--- src/rtl/serv_irq_source.sv ---
// serv_irq_source: memory-mapped interrupt source for the SERV core.
// Provides a 64-bit mtime/mtimecmp machine timer (o_mtip) and an
// edge-latched external interrupt gateway with enable and claim (o_meip),
// behind a single-cycle 32-bit Wishbone slave.
//
// Optional build macro SERV_IRQ_SYNC_EN: when defined, i_irq passes through
// a 2-flop synchronizer before edge detection (edge-to-pending latency 3
// cycles instead of 1). When undefined, i_irq must be synchronous to i_clk.
//
// Register map (word address i_wb_adr):
//   0 mtime[31:0] RW      1 mtime[63:32] RW
//   2 mtimecmp[31:0] RW   3 mtimecmp[63:32] RW
//   4 pending R/W1C       5 enable RW
//   6 claim R             7 reads 0, writes ignored
//
// Bus handshake: the master raises i_wb_cyc and holds it (with we/adr/dat/sel
// stable) until o_wb_ack. o_wb_ack <= i_wb_cyc & !o_wb_ack, so every access
// gets exactly one ack pulse one cycle after cyc, and a held cyc alternates
// ack high/low. Writes and claim side effects land on the clock edge that
// raises o_wb_ack; o_wb_rdt is valid while o_wb_ack is high.
module serv_irq_source #(
    parameter int NUM_IRQ        = 8,
    parameter int PRESCALE       = 1,
    parameter     RESET_STRATEGY = "MINI"
) (
    input  logic               i_clk,
    input  logic               i_rst,
    input  logic               i_wb_cyc,
    input  logic               i_wb_we,
    input  logic [2:0]         i_wb_adr,
    input  logic [31:0]        i_wb_dat,
    input  logic [3:0]         i_wb_sel,
    output logic [31:0]        o_wb_rdt,
    output logic               o_wb_ack,
    input  logic [NUM_IRQ-1:0] i_irq,
    output logic               o_mtip,
    output logic               o_meip
);

    localparam logic [15:0] PRESC_MAX = 16'(PRESCALE - 1);

    // Control state (always reset)
    logic               ack_q, ack_d;
    logic [15:0]        presc_q, presc_d;
    logic [NUM_IRQ-1:0] pending_q, pending_d;
    logic [NUM_IRQ-1:0] enable_q, enable_d;
    logic [NUM_IRQ-1:0] irq_prev_q, irq_prev_d;
    logic               mtip_q, mtip_d;
    logic               meip_q, meip_d;

    // Datapath state (reset only when RESET_STRATEGY != "NONE")
    logic [31:0]        rdt_q, rdt_d;
    logic [63:0]        mtime_q, mtime_d;
    logic [63:0]        mtimecmp_q, mtimecmp_d;

    // Bus decode
    logic               access;
    logic               bus_wr;
    logic               bus_rd;
    logic [31:0]        byte_mask;

    // Gateway / claim helpers
    logic [NUM_IRQ-1:0] irq_in;
    logic [NUM_IRQ-1:0] irq_edge;
    logic [NUM_IRQ-1:0] pend_en;
    logic [NUM_IRQ-1:0] claim_oh;
    logic [4:0]         claim_id;
    logic [NUM_IRQ-1:0] pend_clr;
    logic               tick;

`ifdef SERV_IRQ_SYNC_EN
    logic [NUM_IRQ-1:0] sync1_q, sync1_d;
    logic [NUM_IRQ-1:0] sync2_q, sync2_d;

    // Two-stage synchronizer feeding the edge detector
    always_comb begin
        sync1_d = i_irq;
        sync2_d = sync1_q;
        irq_in  = sync2_q;
    end
`else
    // Source levels are already synchronous to i_clk
    always_comb begin
        irq_in = i_irq;
    end
`endif

    // Access decode: only the cycle that raises ack performs the access
    always_comb begin
        access    = i_wb_cyc & ~ack_q;
        bus_wr    = access & i_wb_we;
        bus_rd    = access & ~i_wb_we;
        byte_mask = {{8{i_wb_sel[3]}}, {8{i_wb_sel[2]}},
                     {8{i_wb_sel[1]}}, {8{i_wb_sel[0]}}};
    end

    // Lowest-numbered enabled pending source wins the claim
    always_comb begin
        pend_en  = pending_q & enable_q;
        claim_id = '0;
        claim_oh = '0;
        for (int i = NUM_IRQ - 1; i >= 0; i--) begin
            if (pend_en[i]) begin
                claim_id    = 5'(i + 1);
                claim_oh    = '0;
                claim_oh[i] = 1'b1;
            end
        end
    end

    // Prescaler, mtime increment/overwrite, mtimecmp writes, timer compare
    always_comb begin
        tick       = (presc_q == PRESC_MAX);
        presc_d    = tick ? 16'd0 : presc_q + 16'd1;
        mtime_d    = mtime_q + {63'd0, tick};
        mtimecmp_d = mtimecmp_q;
        if (bus_wr) begin
            case (i_wb_adr)
                // A bus write to mtime discards this cycle's increment
                3'd0: mtime_d = {mtime_q[63:32],
                                 (mtime_q[31:0] & ~byte_mask) | (i_wb_dat & byte_mask)};
                3'd1: mtime_d = {(mtime_q[63:32] & ~byte_mask) | (i_wb_dat & byte_mask),
                                 mtime_q[31:0]};
                3'd2: mtimecmp_d[31:0]  = (mtimecmp_q[31:0] & ~byte_mask) |
                                          (i_wb_dat & byte_mask);
                3'd3: mtimecmp_d[63:32] = (mtimecmp_q[63:32] & ~byte_mask) |
                                          (i_wb_dat & byte_mask);
                default: ;
            endcase
        end
        mtip_d = (mtime_q >= mtimecmp_q);
    end

    // Edge gateway, W1C/claim clearing (edge set wins), enable writes
    always_comb begin
        irq_prev_d = irq_in;
        irq_edge   = irq_in & ~irq_prev_q;
        pend_clr   = '0;
        if (bus_wr && (i_wb_adr == 3'd4)) begin
            pend_clr = i_wb_dat[NUM_IRQ-1:0] & byte_mask[NUM_IRQ-1:0];
        end
        if (bus_rd && (i_wb_adr == 3'd6)) begin
            pend_clr = claim_oh;
        end
        pending_d = (pending_q & ~pend_clr) | irq_edge;
        enable_d  = enable_q;
        if (bus_wr && (i_wb_adr == 3'd5)) begin
            enable_d = (enable_q & ~byte_mask[NUM_IRQ-1:0]) |
                       (i_wb_dat[NUM_IRQ-1:0] & byte_mask[NUM_IRQ-1:0]);
        end
        meip_d = |pend_en;
    end

    // Acknowledge and read-data capture
    always_comb begin
        ack_d = access;
        rdt_d = rdt_q;
        if (bus_rd) begin
            case (i_wb_adr)
                3'd0:    rdt_d = mtime_q[31:0];
                3'd1:    rdt_d = mtime_q[63:32];
                3'd2:    rdt_d = mtimecmp_q[31:0];
                3'd3:    rdt_d = mtimecmp_q[63:32];
                3'd4:    rdt_d = 32'(pending_q);
                3'd5:    rdt_d = 32'(enable_q);
                3'd6:    rdt_d = 32'(claim_id);
                default: rdt_d = 32'd0;
            endcase
        end
    end

    // Control registers, always reset
    always_ff @(posedge i_clk) begin
        if (i_rst) begin
            ack_q      <= 1'b0;
            presc_q    <= 16'd0;
            pending_q  <= '0;
            enable_q   <= '0;
            irq_prev_q <= '0;
            mtip_q     <= 1'b0;
            meip_q     <= 1'b0;
`ifdef SERV_IRQ_SYNC_EN
            sync1_q    <= '0;
            sync2_q    <= '0;
`endif
        end else begin
            ack_q      <= ack_d;
            presc_q    <= presc_d;
            pending_q  <= pending_d;
            enable_q   <= enable_d;
            irq_prev_q <= irq_prev_d;
            mtip_q     <= mtip_d;
            meip_q     <= meip_d;
`ifdef SERV_IRQ_SYNC_EN
            sync1_q    <= sync1_d;
            sync2_q    <= sync2_d;
`endif
        end
    end

    generate
        if (RESET_STRATEGY == "NONE") begin : g_dp_noreset
            // Datapath registers without reset
            always_ff @(posedge i_clk) begin
                rdt_q      <= rdt_d;
                mtime_q    <= mtime_d;
                mtimecmp_q <= mtimecmp_d;
            end
        end else begin : g_dp_reset
            // Datapath registers with reset
            always_ff @(posedge i_clk) begin
                if (i_rst) begin
                    rdt_q      <= 32'd0;
                    mtime_q    <= 64'd0;
                    mtimecmp_q <= 64'hFFFF_FFFF_FFFF_FFFF;
                end else begin
                    rdt_q      <= rdt_d;
                    mtime_q    <= mtime_d;
                    mtimecmp_q <= mtimecmp_d;
                end
            end
        end
    endgenerate

    assign o_wb_ack = ack_q;
    assign o_wb_rdt = rdt_q;
    assign o_mtip   = mtip_q;
    assign o_meip   = meip_q;

endmodule

--- config.mk ---
export PLATFORM = sky130hd
export DESIGN_NAME = serv_irq_source
export DESIGN_NICKNAME = d
export VERILOG_FILES = /design/src/rtl/serv_irq_source.sv
export SDC_FILE = /design/constraint.sdc
export NUM_CORES = 1
export LEC_CHECK = 0
export BUFFER_PORTS_ARGS = -buffer_cell sky130_fd_sc_hd__buf_2
export CORE_MARGIN = 2
export CORE_UTILIZATION = 50
export CTS_BUF_LIST = sky130_fd_sc_hd__clkbuf_2
export DETAILED_ROUTE_END_ITERATION = 8
export GPL_TIMING_DRIVEN = 0
export MAX_ROUTING_LAYER = met4
export PLACE_DENSITY = 0.71
export SLEW_MARGIN = 40
export SYNTH_ARGS = -nofsm -noshare
export SYNTH_HDL_FRONTEND = slang
export SYNTH_SLANG_ARGS = --single-unit
--- constraint.sdc ---
create_clock -name i_clk -period 2.5 [get_ports i_clk]
set_input_delay 0.125 -clock i_clk [delete_from_list [all_inputs] [get_ports i_clk]]
set_output_delay 0.125 -clock i_clk [all_outputs]
set_load 0.01 [all_outputs]
Yosys cells after proc, flatten, opt, wreduce, memory -nomap -nowiden --
Index checks and enable logic that the tools add are counted.
Word-level totals: flip-flop bits (word level) 203, logic and storage cells 78
Operators by class: $add $sub $neg 2, reduce and logical (&&, ||, !) cells 9, multiplexer cells 21, eq/ne operators 8, bitwise logic cells 25, $lt $le $gt $ge 1
Operator list (count):
- case mux 32 bit (7 select lines) | 1
- bitwise AND 32 bit | 5
- OR 32 bit | 4
- case mux 64 bit (2 select lines) | 1
- two-way mux 8 bit | 10
- adder 64 x 1 -> 64 bit | 1
- greater-or-equal comparator 64 bit | 1
- two-way mux 64 bit | 1
- bitwise AND 8 bit | 5
- two-way mux 5 bit | 7
- inverter 32 bit | 1
- inverter 8 bit | 3
- adder 16 x 1 -> 16 bit, second input constant | 1
- zero test 16 bit | 1
- OR 8 bit | 2
- equality test 3 bit, second input constant | 3
- OR reduction 8 bit | 1
- equality test 3 x 2 -> 1 bit, second input constant | 2
- two-way mux 4 bit | 1
- != test 2 bit, second input constant | 2
- AND reduction 2 bit | 2
- bitwise AND 1 bit | 3
- equality test 3 x 1 -> 1 bit, second input constant | 1
- logical AND 1 bit | 3
- 3 further kinds | 4

Depth between registers and ports, before layout --
word-level depth 13, mapped depth 13, mapped depth without buffers 12

Least setup slack after synthesis --
No wires, ideal clock.
path type flip-flop to flip-flop, start point register presc_q[0], end point register mtime_q[58], setup slack -158 ps, arrival time 2593 ps, stages on the path, launching flop included 13, buffers on the path 0, path through dfxtp_1 inv_1 ha_1 nor4b_1 and4_1 ha_1 ha_1 nand4_1 nor2_1 nand4_2 nor4b_1 mux2_1 nor2_1
Between the ends: word-level cells in the longest chain between the ends 4
Ends and longest elaborated chain:
- from (decl) | RTL line 44 | logic [15:0] presc_q, presc_d;
- from (signal assigned) | RTL line 188 | presc_q <= presc_d;
- zero test 16 bit (*) | RTL line 113 | tick = (presc_q == PRESC_MAX);
- adder 64 x 1 -> 64 bit (*) | RTL line 115 | mtime_d = mtime_q + {63'd0, tick};
- case mux 64 bit (2 select lines) | RTL line 118 | case (i_wb_adr)
- two-way mux 64 bit (*) | RTL line 117 | if (bus_wr) begin
- to (signal assigned) | RTL line 218 | mtime_q <= mtime_d;
- to (decl) | RTL line 53 | logic [63:0] mtime_q, mtime_d;
Mark *: on every way between the ends. The rest lies on a longest branch, timed or not. A chain may end at the register's enable or synchronous reset.

Final worst setup path --
start point register presc_q[1], end point register mtime_q[60]
Same word-level chain as after synthesis.

==> impl_metrics.yaml <==
run_status:
  status: "finished with violations"
  violations: "negative setup slack"
yosys:
  synth_flop_cell: "dfxtp_1"
  yosysMostFrequentCell: "dfxtp_1"
  seq_area_frac_synth_pct: 34.0
  synth_top_area_cell: "dfxtp_1"
  synth_top_area_share_pct: 34.0
  syn_area_sq_mm: 0.0120
  yosys.cell_types.count: 96
  syn_nets: 1583
  synth_area_per_cell_sq_um: 8.17
  synth_cells: 1464
  ys_warn_count: 0
  ys_ff_latch: 203
  async_flop_share_pct: 0
  synth_edf_count: 0
  synth_area_leaders: "dfxtp_1 34%, ha_1 7.1%, nand2_1 4.8%"
  synthTopCellsByCount: "203 x dfxtp_1, 154 x nand2_1, 119 x nor2_1"
worst_setup_path:
  path_delay_family: "simple AND/OR/NAND/NOR gates"
  cp_cell_sequence: "inv_2 -> ha_4 -> nor4b_4 -> and4_4 -> ha_4 -> ha_4 -> nand4_1 -> nor2_4 -> nand4_4 -> buf_8 -> nor4b_4 -> xnor2_1 -> o22ai_1"
  path_class: "reg -> reg"
  worstPathRequired_ns: 3.25
  cp_num_buf_inv: 2
  cp.arrival_ns: 3.59
  cpMaxStageDelayCell: "nor4b_4"
  max_stage_delay_ns: 0.36
  cp_max_fo: 4
  worstSetupStartpointType: "flop"
  cpMostUsedCell: "ha_4"
  worst_setup_path_end_kind: "flop"
sta:
  setup_violations: 51
  finalWorstSetupSlack_ns: -0.338
  hold_viol: 0
  tightest_slew_ns: 0.986
  skew_ns: 0.0653
  min_period_ns: 2.84
  finalCritPeriodShare_pct: 114
  fmax_ghz: 0.352
  rsz0062_at_grt: "yes"
  report.final.slew_viol_count: 0
  setup_tns_ns: -9.57
  slew_headroom_pct: 34.3
power_and_ir_drop:
  p_leak_nw: 6.59
  irDropWorstVdd_mv: 0.297
  power_density_mw_per_mm2: 437
global_route:
  grt_max_degree: 15
  antenna_found_initial: 1
  grt_pass1_vias: 12700
  grt-ovfl-total: 0
  grt_pass1_wl_um: 71100
  track_usage_pct: 38.3
die:
  fp.dieW_um: 159
  core_sq_mm: 0.0235
  start_util_pct: 51.0
  ios: 86
  die_h_um: 159
  rows: 56
  fp.dieArea_sq_mm: 0.0252
routing:
  drc: 0
  postRouteWirelength_um: 47200
  firstDrtPassIters: 6
  detail_route.iter0.violations: 1432
  wire_per_inst_um: 22.9
  detail-route-antenna-nets: 0
  viasPerCell: 6.37
  vias: 13100
clock_tree:
  cts_tree: "built"
  numClockSinks: 203
  cts_buffer_depth: 3
  clock_latency_ns: 0.91
  cts.clk_slew.worst_paths_ns: 0.13
  htree_levels: 2
  cts-root-buf: "clkbuf_2"
  numCtsBuffers: 55
final_layout:
  num-fill-cells: 2078
  syn_to_final_growth_pct: 24.6
  fin_util_pct: 63.5
  drive_above_1_share_pct: 22.2
  nets: 1826
place:
  dp_hpwl_um: 32900
  gp_congestion: 1.01
  portBuffers: 84
flow_run:
  maxCapViolCount: 0
hold_path:
  holdCritPathClass: "in -> reg"
[cells by family after synthesis]
group           share of synthesized area [%]
simple gates                             22.9
compound gates                           25.0
flops                                    34.0
buf+inv                                  6.68
fa+ha+maj                                7.11
xor+xnor                                 1.98
mux                                      2.38
[tightest hold or removal path, cell delays in order]
cell,delay [ns]
buf_2,0.15
nor2_4,0.11
nand3_1,0.27
nor2_1,0.10
a211oi_2,0.13
[path summary, 6_finish.rpt]
check / end / slack (ns) / cells past startpoint / start
worst max-delay path: mtime_q[60] / -0.34 / 13 / presc_q[1]
worst min-delay path: mtime_q[31] / 0.03 / 5 / i_wb_adr[2]
worst min register to register: pending_q[5] / 0.45 / 1 / irq_prev_q[5]
worst max register to register: mtime_q[60] / -0.34 / 13 / presc_q[1]
[metrics by stage]
| step | hold WS [ns] | setup slack [ns] | area (sq um) | cells | total power [mW] |
|---|---|---|---|---|---|
| 4_1_cts | 0.0203 | -0.317 | 14600 | 2059 | 6.47 |
| 3_5_place_dp | 0.357 | -0.671 | 12800 | 1867 | 4.07 |
| 3_3_place_gp | 0.329 | -0.652 | 12800 | 1867 | 4.06 |
| 2_1_floorplan | 0.237 | 0.00163 | 12000 | 1464 | 3.78 |
| 5_1_grt | 0.0302 | -0.412 | 14900 | 2064 | 6.75 |
| 6_report | 0.0280 | -0.338 | 14900 | 2064 | 6.51 |
[layer usage]
layer  global-route usage (%)  up-vias  share of wire [%]
met3                     8.90      227                 11
met4                     20.3        0                6.5
met5                        -        -                  0
met2                     59.5      830                 44
met1                     46.3     6172                 39
li1                         -     5917                  -
[area by class of cell]
type / instances / area [sq um] / share of cell area [%]
multi-input combinational: 1074 / 7680 / 51.6
sequential: 203 / 4070 / 27.3
timing repair buffer: 187 / 1460 / 9.76
buffer: 98 / 488 / 3.27
tap: 319 / 399 / 2.68
clock buffer: 73 / 365 / 2.45
inverter: 88 / 330 / 2.22
clock inverter: 21 / 109 / 0.730
antenna: 1 / 2.50 / 0.0168
[cell usage in the layout (no fill, tap or decap), types with 16 or more instances in the layout]
master	instances
o21ai_0	33
nand4_1	29
dfxtp_1	200
buf_6	29
inv_1	84
clkinv_1	16
clkbuf_1	39
a22oi_1	71
clkbuf_2	78
ha_1	65
nor2_1	113
buf_2	126
a21oi_1	105
nand3_1	40
nor2b_1	19
dlygate4sd3_1	62
o211ai_1	68
o22ai_1	19
nand2_1	149
buf_4	16
[report_power, final]
part           internal, mW  total, mW  switching (mW)
registers              3.30       3.38          0.0809
logic                 0.280      0.744           0.464
clock network         0.899       2.38            1.48
[what timing repair did]
item,4_1_cts,5_1_grt
gates cloned,2,0
gates resized for setup,100,63
pin swaps,77,40
endpoints found under the hold margin,161,0
setup buffers,37,9
hold buffers,62,0
setup endpoints to repair,59,60
Power figures use the tool's default switching activity.
